--- src/rtl/vga_banner_ctrl.sv ---
// vga_banner_ctrl: positions and colours a banner for a VGA pixel generator.
// Modes: STATIC (centred), SCROLL (left-to-right wrap), BOUNCE (ping-pong),
// BLINK (centred, colour toggles). Mode changes are requested at any time and
// applied at the next frame boundary; all visible outputs update only on the
// cycle after frame_tick, i.e. during vertical blank.
//
// Optional feature macro: COLOR_CYCLE_EN -- when defined, STATIC/SCROLL/BOUNCE
// advance fg_color every 4 steps through FFFF->F800->07E0->001F->FFFF.
//
// Ports:
//   vga_clk     pixel clock, all state on rising edge
//   sys_rst_n   asynchronous active-low reset
//   pix_x/pix_y current raster position from the timing generator
//   mode_req    one-cycle mode change request, mode_sel sampled with it
//   mode_ack    one-cycle acknowledge, the cycle after mode_req
//   start_x/y   banner top-left corner
//   fg_color    RGB565 glyph colour
//   frame_tick  one-cycle pulse at start of vertical blank
module vga_banner_ctrl #(
    parameter logic [9:0]  H_VALID   = 10'd640,
    parameter logic [9:0]  V_VALID   = 10'd480,
    parameter logic [9:0]  BANNER_W  = 10'd256,
    parameter logic [9:0]  BANNER_H  = 10'd64,
    parameter int unsigned FRAME_DIV = 4,
    parameter logic [9:0]  STEP      = 10'd2
) (
    input  logic        vga_clk,
    input  logic        sys_rst_n,
    input  logic [9:0]  pix_x,
    input  logic [9:0]  pix_y,
    input  logic        mode_req,
    input  logic [1:0]  mode_sel,
    output logic        mode_ack,
    output logic [9:0]  start_x,
    output logic [9:0]  start_y,
    output logic [15:0] fg_color,
    output logic        frame_tick
);

    localparam logic [9:0]  XMAX     = H_VALID - BANNER_W;
    localparam logic [9:0]  CX       = XMAX >> 1;
    localparam logic [9:0]  CY       = (V_VALID - BANNER_H) >> 1;
    localparam logic [3:0]  DIV_LAST = 4'(FRAME_DIV - 1);
    localparam logic [15:0] WHITE    = 16'hFFFF;
    localparam logic [15:0] BLACK    = 16'h0000;

    typedef enum logic [1:0] {
        ST_STATIC = 2'd0,
        ST_SCROLL = 2'd1,
        ST_BOUNCE = 2'd2,
        ST_BLINK  = 2'd3
    } mode_t;

    mode_t       state, state_n;
    logic [9:0]  start_x_n, start_y_n;
    logic [15:0] fg_color_n;
    logic [3:0]  div_cnt, div_cnt_n;
    logic        dir_right, dir_right_n;
    logic        pend_valid, pend_valid_n;
    logic [1:0]  pend_mode, pend_mode_n;
    logic        step_now;
    logic [10:0] sum11;

`ifdef COLOR_CYCLE_EN
    logic [1:0]  color_cnt, color_cnt_n;

    // Colour sequence used when colour cycling is enabled.
    function automatic logic [15:0] next_color(input logic [15:0] c);
        case (c)
            16'hFFFF: next_color = 16'hF800;
            16'hF800: next_color = 16'h07E0;
            16'h07E0: next_color = 16'h001F;
            default:  next_color = 16'hFFFF;
        endcase
    endfunction
`endif

    // Frame boundary strobe and request acknowledge.
    always_ff @(posedge vga_clk or negedge sys_rst_n) begin
        if (!sys_rst_n) begin
            frame_tick <= 1'b0;
            mode_ack   <= 1'b0;
        end else begin
            frame_tick <= (pix_x == 10'd0) && (pix_y == V_VALID);
            mode_ack   <= mode_req;
        end
    end

    // State register.
    always_ff @(posedge vga_clk or negedge sys_rst_n) begin
        if (!sys_rst_n) begin
            state      <= ST_STATIC;
            start_x    <= CX;
            start_y    <= CY;
            fg_color   <= WHITE;
            div_cnt    <= 4'd0;
            dir_right  <= 1'b1;
            pend_valid <= 1'b0;
            pend_mode  <= 2'd0;
`ifdef COLOR_CYCLE_EN
            color_cnt  <= 2'd0;
`endif
        end else begin
            state      <= state_n;
            start_x    <= start_x_n;
            start_y    <= start_y_n;
            fg_color   <= fg_color_n;
            div_cnt    <= div_cnt_n;
            dir_right  <= dir_right_n;
            pend_valid <= pend_valid_n;
            pend_mode  <= pend_mode_n;
`ifdef COLOR_CYCLE_EN
            color_cnt  <= color_cnt_n;
`endif
        end
    end

    assign step_now = (div_cnt == DIV_LAST);
    assign sum11    = 11'(start_x) + 11'(STEP);

    // Next-state: pending request capture, mode apply, per-mode motion step.
    always_comb begin
        state_n      = state;
        start_x_n    = start_x;
        start_y_n    = start_y;
        fg_color_n   = fg_color;
        div_cnt_n    = div_cnt;
        dir_right_n  = dir_right;
        pend_valid_n = pend_valid;
        pend_mode_n  = pend_mode;
`ifdef COLOR_CYCLE_EN
        color_cnt_n  = color_cnt;
`endif

        if (frame_tick) begin
            if (pend_valid) begin
                // Apply the pending mode from a clean initial state; no step.
                state_n      = mode_t'(pend_mode);
                start_x_n    = CX;
                start_y_n    = CY;
                fg_color_n   = WHITE;
                div_cnt_n    = 4'd0;
                dir_right_n  = 1'b1;
                pend_valid_n = 1'b0;
`ifdef COLOR_CYCLE_EN
                color_cnt_n  = 2'd0;
`endif
            end else begin
                div_cnt_n = step_now ? 4'd0 : 4'(div_cnt + 4'd1);
                if (step_now) begin
                    case (state)
                        ST_STATIC: begin
                            start_x_n = CX;
                            start_y_n = CY;
                        end
                        ST_SCROLL: begin
                            start_x_n = (sum11 > 11'(XMAX)) ? 10'd0 : sum11[9:0];
                        end
                        ST_BOUNCE: begin
                            if (dir_right) begin
                                if (sum11 >= 11'(XMAX)) begin
                                    start_x_n   = XMAX;
                                    dir_right_n = 1'b0;
                                end else begin
                                    start_x_n = sum11[9:0];
                                end
                            end else begin
                                // Clamp at 0 rather than underflow.
                                if (11'(start_x) <= 11'(STEP)) begin
                                    start_x_n   = 10'd0;
                                    dir_right_n = 1'b1;
                                end else begin
                                    start_x_n = start_x - STEP;
                                end
                            end
                        end
                        default: begin
                            start_x_n  = CX;
                            start_y_n  = CY;
                            fg_color_n = (fg_color == WHITE) ? BLACK : WHITE;
                        end
                    endcase
`ifdef COLOR_CYCLE_EN
                    if (state != ST_BLINK) begin
                        color_cnt_n = 2'(color_cnt + 2'd1);
                        if (color_cnt == 2'd3) begin
                            fg_color_n = next_color(fg_color);
                        end
                    end
`endif
                end
            end
        end

        // A new request always wins over the clear above (last request wins).
        if (mode_req) begin
            pend_valid_n = 1'b1;
            pend_mode_n  = mode_sel;
        end
    end

endmodule
--- config.mk ---
export PLATFORM = sky130hd
export DESIGN_NAME = vga_banner_ctrl
export DESIGN_NICKNAME = d
export VERILOG_FILES = /design/src/rtl/vga_banner_ctrl.sv
export SDC_FILE = /design/constraint.sdc
export NUM_CORES = 1
export LEC_CHECK = 0
export CAP_MARGIN = 20
export CORE_MARGIN = 8
export CORE_UTILIZATION = 45
export CTS_CLUSTER_SIZE = 30
export DETAILED_ROUTE_END_ITERATION = 7
export GPL_TIMING_DRIVEN = 0
export PLACE_DENSITY = 0.82
export SETUP_SLACK_MARGIN = 0.4
export SKIP_CTS_REPAIR_TIMING = 1
export SYNTH_ARGS = -nofsm -noshare
export SYNTH_HDL_FRONTEND = slang
export SYNTH_SLANG_ARGS = --single-unit
--- constraint.sdc ---
create_clock -name vga_clk -period 4.2 [get_ports vga_clk]
set_clock_uncertainty 0.15 [all_clocks]
set_input_delay 0.84 -clock vga_clk [delete_from_list [all_inputs] [get_ports vga_clk]]
set_output_delay 0.84 -clock vga_clk [all_outputs]
set_load 0.02 [all_outputs]
## Word level (Yosys, flattened, before mapping)

Index checks and enable logic that the tools add are counted.

- Bits in registers: 48
- Input port bits: 25
- Output and inout bits: 38

- Add/sub/neg operators: 3
- Magnitude comparators: 3
- Equality and inequality tests: 7
- Multiplexer cells: 24
- Reduce and logical (&&, ||, !) cells: 13

Operators with widths:

| kind | count |
|---|---|
| $mux W10 | 9 |
| $mux W16 | 4 |
| $pmux W10 S2 | 1 |
| $eq A16 B16 Y1 const B | 1 |
| $add A10 B2 Y11 const B | 1 |
| $ge A11 B9 Y1 const B | 1 |
| $gt A11 B9 Y1 const B | 1 |
| $eq A10 B9 Y1 const B | 1 |
| $le A10 B2 Y1 const B | 1 |
| $logic_not A10 Y1 | 1 |
| $sub A10 B2 Y10 const B | 1 |
| $reduce_and A3 Y1 | 3 |
| $mux W1 | 8 |
| $mux W4 | 2 |
| $reduce_bool A2 Y1 | 3 |
| $add A4 B1 Y4 const B | 1 |
| $eq A4 B2 Y1 const B | 1 |
| $ne A2 B1 Y1 const B | 2 |
| $reduce_and A2 Y1 | 2 |
| $reduce_or A3 Y1 | 1 |
| $eq A2 B1 Y1 const B | 1 |
| $eq A2 B2 Y1 const B | 1 |
| $logic_not A2 Y1 | 1 |
| $reduce_or A2 Y1 | 1 |
| $logic_and A1 B1 Y1 | 1 |

## Longest topological paths before layout

- Depth in word-level cells: 7
- Mapped depth: 9

## Least setup slack after synthesis

Ideal clock, no wire load.

- Path kind: register -> register
- From: register start_x[1]
- To: register start_x[7]
- Data arrival time: 2077 ps
- Slack: 1913 ps
- Cell stages (with the launch flop): 9
- Buffers on the path: 1
- Cell sequence: dfrtp_1 buf_4 inv_1 ha_1 nor4_1 o2111ai_1 and3_1 o31ai_1 o21a_1

- Cells in the longest elaborated chain, start to end: 7
- Elaborated cells on any way between the ends: 12

RTL lines:

| what | RTL line | RTL |
|---|---|---|
| start, declared | 34 | `output logic [9:0] start_x,` |
| start signal, assigned | 105 | `start_x <= start_x_n;` |
| $add A10 B2 Y11 | 119 | `assign sum11 = 11'(start_x) + 11'(STEP);` |
| $ge A11 B9 Y1 | 161 | `if (sum11 >= 11'(XMAX)) begin` |
| $mux W10 | 161 |  |
| $mux W10 | 160 | `if (dir_right) begin` |
| $pmux W10 S2 * | 151 | `case (state)` |
| $mux W10 * | 150 | `if (step_now) begin` |
| $mux W10 * | 136 | `if (pend_valid) begin` |

Mark *: on every way between the ends. The rest lies on a longest branch, timed or not. The select of a mux whose other input is x is not followed.
A chain may end at the register's enable or synchronous reset.

==> impl_metrics.tcl <==
set metrics [dict create \
    rsz0062_at_grt "no" \
    swShare_pct 20.91 \
    synthFlopType "dfrtp_1" \
    crit_family "buffers and inverters" \
    grt_pass1_wl_mm 8.549 \
    slew_violations 0 \
    finalPower_uw 471.0 \
    layout_commonest_cell "clkdlybuf4s50_1" \
    hp-class "flip-flop to flip-flop" \
    grt_max_degree 23 \
    synth_largest_area_cell "dfrtp_1" \
    coreArea_mm2 0.004294 \
    p_int_uw 372.5 \
    cts_sinks 22 \
    cts.htree.levels 1 \
    critical_path.cell_chain "buf_4, clkdlybuf4s50_1" \
    min_period_ns 2.759 \
    drt_iter0_drc 149 \
    power_frac_comb_pct 10.6 \
    die_width_um 82.26 \
    cp_max_fo 19 \
    slowest_stage "dfstp_2" \
    synthDistinctLibCells 63 \
    start_util_pct 46.01 \
    synthTopCellsByArea "dfrtp_1 23%, buf_4 11%, dfstp_2 5.3%" \
    vias 1892 \
    p_sw_uw 98.49 \
    hold_slack_ns 0.3642 \
    drc 0 \
    grt_pass1_vias 1912 \
    peakVddDrop_mv 0.1811 \
    overflow 0 \
    tritoncts "built" \
    area_delta_synth_final_pct 35.21 \
    critPathCaptureType "output port" \
    num_rows 24 \
    place_hpwl_mm 4.012 \
    pwr-share-seq_pct 45.7 \
    fillers 398 \
    die_area_mm2 0.006767 \
    setup_viol 0 \
    ff2ff_path_depth 8 \
    hp-start "pend_mode[1]$_DFFE_PN0P_" \
    worstSkewPairLatency_ns 0.27 \
    io_buffer_count 51 \
    diodes 0 \
    power_density_mw_per_mm2 176.3 \
    syn_avg_cell_area_um2 8.742 \
    ant_nets 0 \
    slew_headroom_pct 57.08 \
    cts_max_path_buffers 2 \
    first_pass_iters 4 \
    clockPowerShare_pct 43.6 \
    die_h_um 82.26 \
    r2r_slack_ns 1.78 \
    antenna_found_initial 0 \
    worstPathRequired_ns 3.21 \
    status "finished, final reports clean" \
    multi_input_comb_area_mm2 0.001119 \
    syn-instance-count 226 \
    ios 63 \
    finalHoldViolations 0 \
    finalSetupTns_ns 0 \
    wl_per_cell_um 14.87 \
    whs_path_depth 1 \
    max_freq_ghz 0.3625 \
    period_share_pct 65.69 \
    num-nets-final 324 \
    cts_root_buf "clkbuf_8" \
    cts_made_buffers 3 \
    p_leak_nw 1.152 \
    path_clk_slew_ns 0.08 \
    tightest_slew_ns 0.6370 \
    synth_enable_flop_cells 0 \
    min_to "pend_mode[1]$_DFFE_PN0P_" \
    register_area_um2 555.5 \
    routed_wl_mm 5.100 \
    cp_slowest_stage_delay_ns 0.73 \
    async_flop_share_pct 100.0 \
    cap_viol_max_count 0 \
    yosysWarnings 0 \
    arrival_ns 1.77 \
    final_cell_mix "51 x clkdlybuf4s50_1, 30 x buf_4, 21 x nand2_1, 18 x dfrtp_1, 13 x inv_1" \
    drive_gt1_share_pct 22.68 \
    place.gp.congestion 0.9385 \
    worst_setup_path_start_kind "flip-flop" \
    via_per_inst 5.516 \
    gr-usage-all-layers_pct 15.84 \
    r2r-start "start_x[2]$_DFFE_PN0P_" \
    ys_ff_latch 22 \
    criticalPathCategory "flip-flop to output port" \
    synth-seq-area-share_pct 28.12 \
    synth_top_area_share_pct 22.80 \
    worst-path-buf-inv 2 \
    synth_area_mm2 0.001976 \
    r2r-end "start_x[3]$_DFFE_PN0P_" \
]
## Yosys cell counts (all sizes together) (4+ instances only)
master,instances
nor2,12
inv,13
mux2,4
nor3,7
a22oi,4
dfstp,4
a21o,6
nand2,21
xor2,4
a21oi,6
nand4,7
ha,7
dfrtp,18
nor4,5
nand3,10
buf,37
o21ai,9
## metrics by stage
step | setup slack (ns) | std cells | cell area [um^2] | utilization, %
after CTS | 1.412 | 342 | 2656 | 61.86
after detailed placement | 1.723 | 338 | 2585 | 60.20
after floorplan | 1.913 | 235 | 2009 | -
final | 1.441 | 343 | 2671 | 62.21
after global routing | 1.362 | 343 | 2671 | 62.21
after global placement | 1.743 | 338 | 2585 | 60.20
## worst max path at each step
stage / from / cells past startpoint / to / slack (ns)
finish: fg_color[14]$_DFFE_PN1P_ / 2 / fg_color[7] / 1.44
detailed placement: fg_color[14]$_DFFE_PN1P_ / 2 / fg_color[7] / 1.72
floorplan: start_x[1]$_DFFE_PN0P_ / 8 / start_x[7]$_DFFE_PN1P_ / 1.91
global route: fg_color[14]$_DFFE_PN1P_ / 2 / fg_color[15] / 1.36
CTS: fg_color[14]$_DFFE_PN1P_ / 2 / fg_color[7] / 1.41
global placement: fg_color[14]$_DFFE_PN1P_ / 2 / fg_color[7] / 1.74
## power groups by stage
| stage | combinational [mW] | sequential (mW) | clock (mW) |
|---|---|---|---|
| after floorplan | 0.0196 | 0.220 | 0 |
| after global placement | 0.0479 | 0.219 | 0 |
| after detailed placement | 0.0485 | 0.219 | 0 |
| after CTS | 0.0486 | 0.215 | 0.209 |
| after global routing | 0.0547 | 0.216 | 0.219 |
| final | 0.0501 | 0.215 | 0.206 |
## state kept, by name (all words and copies together) (netlist names)
signal and flops:
start_x 9, pend_mode 2, fg_color 1, pend_valid 1
div_cnt 4, state 2, dir_right 1, mode_ack 1
frame_tick 1
## worst register-to-register path: stages (launching register included)
cell	delay (ns)
dfrtp_1	0.39
buf_2	0.25
inv_1	0.10
ha_1	0.33
nor4_1	0.23
o2111ai_1	0.26
a21boi_4	0.34
o21bai_1	0.12
a22oi_1	0.18
## area by class of cell
type                            count  area share (%)
Multi-Input combinational cell    162           41.87
Sequential cell                    22           20.80
Timing Repair Buffer               52           19.67
Buffer                             38           10.73
Tap cell                           52           2.436
Inverter                           13           1.827
Clock buffer                        3           1.546
Clock inverter                      1           1.124
## metal layers
layer	track usage (%)	routed length (um)
met1	17.92	2003
met4	4.737	91
met2	28.11	2561
met5	0	0
met3	4.437	443
## cell families (layout without fill, tap and decap cells)
family | after synthesis | count (layout) | share of synthesized area [%]
muxes | 4 | 4 | 2.280
other | 2 | 11 | 0.3801
DFF | 22 | 22 | 28.12
adders and majority gates | 7 | 7 | 4.433
buffers and inverters | 51 | 107 | 16.97
and+or+nand+nor | 78 | 78 | 22.80
xor gates and xnor gates | 7 | 7 | 3.103
AOI/OAI and AO/OA | 55 | 55 | 21.91
Note: power is estimated with default switching activity, not from simulation.
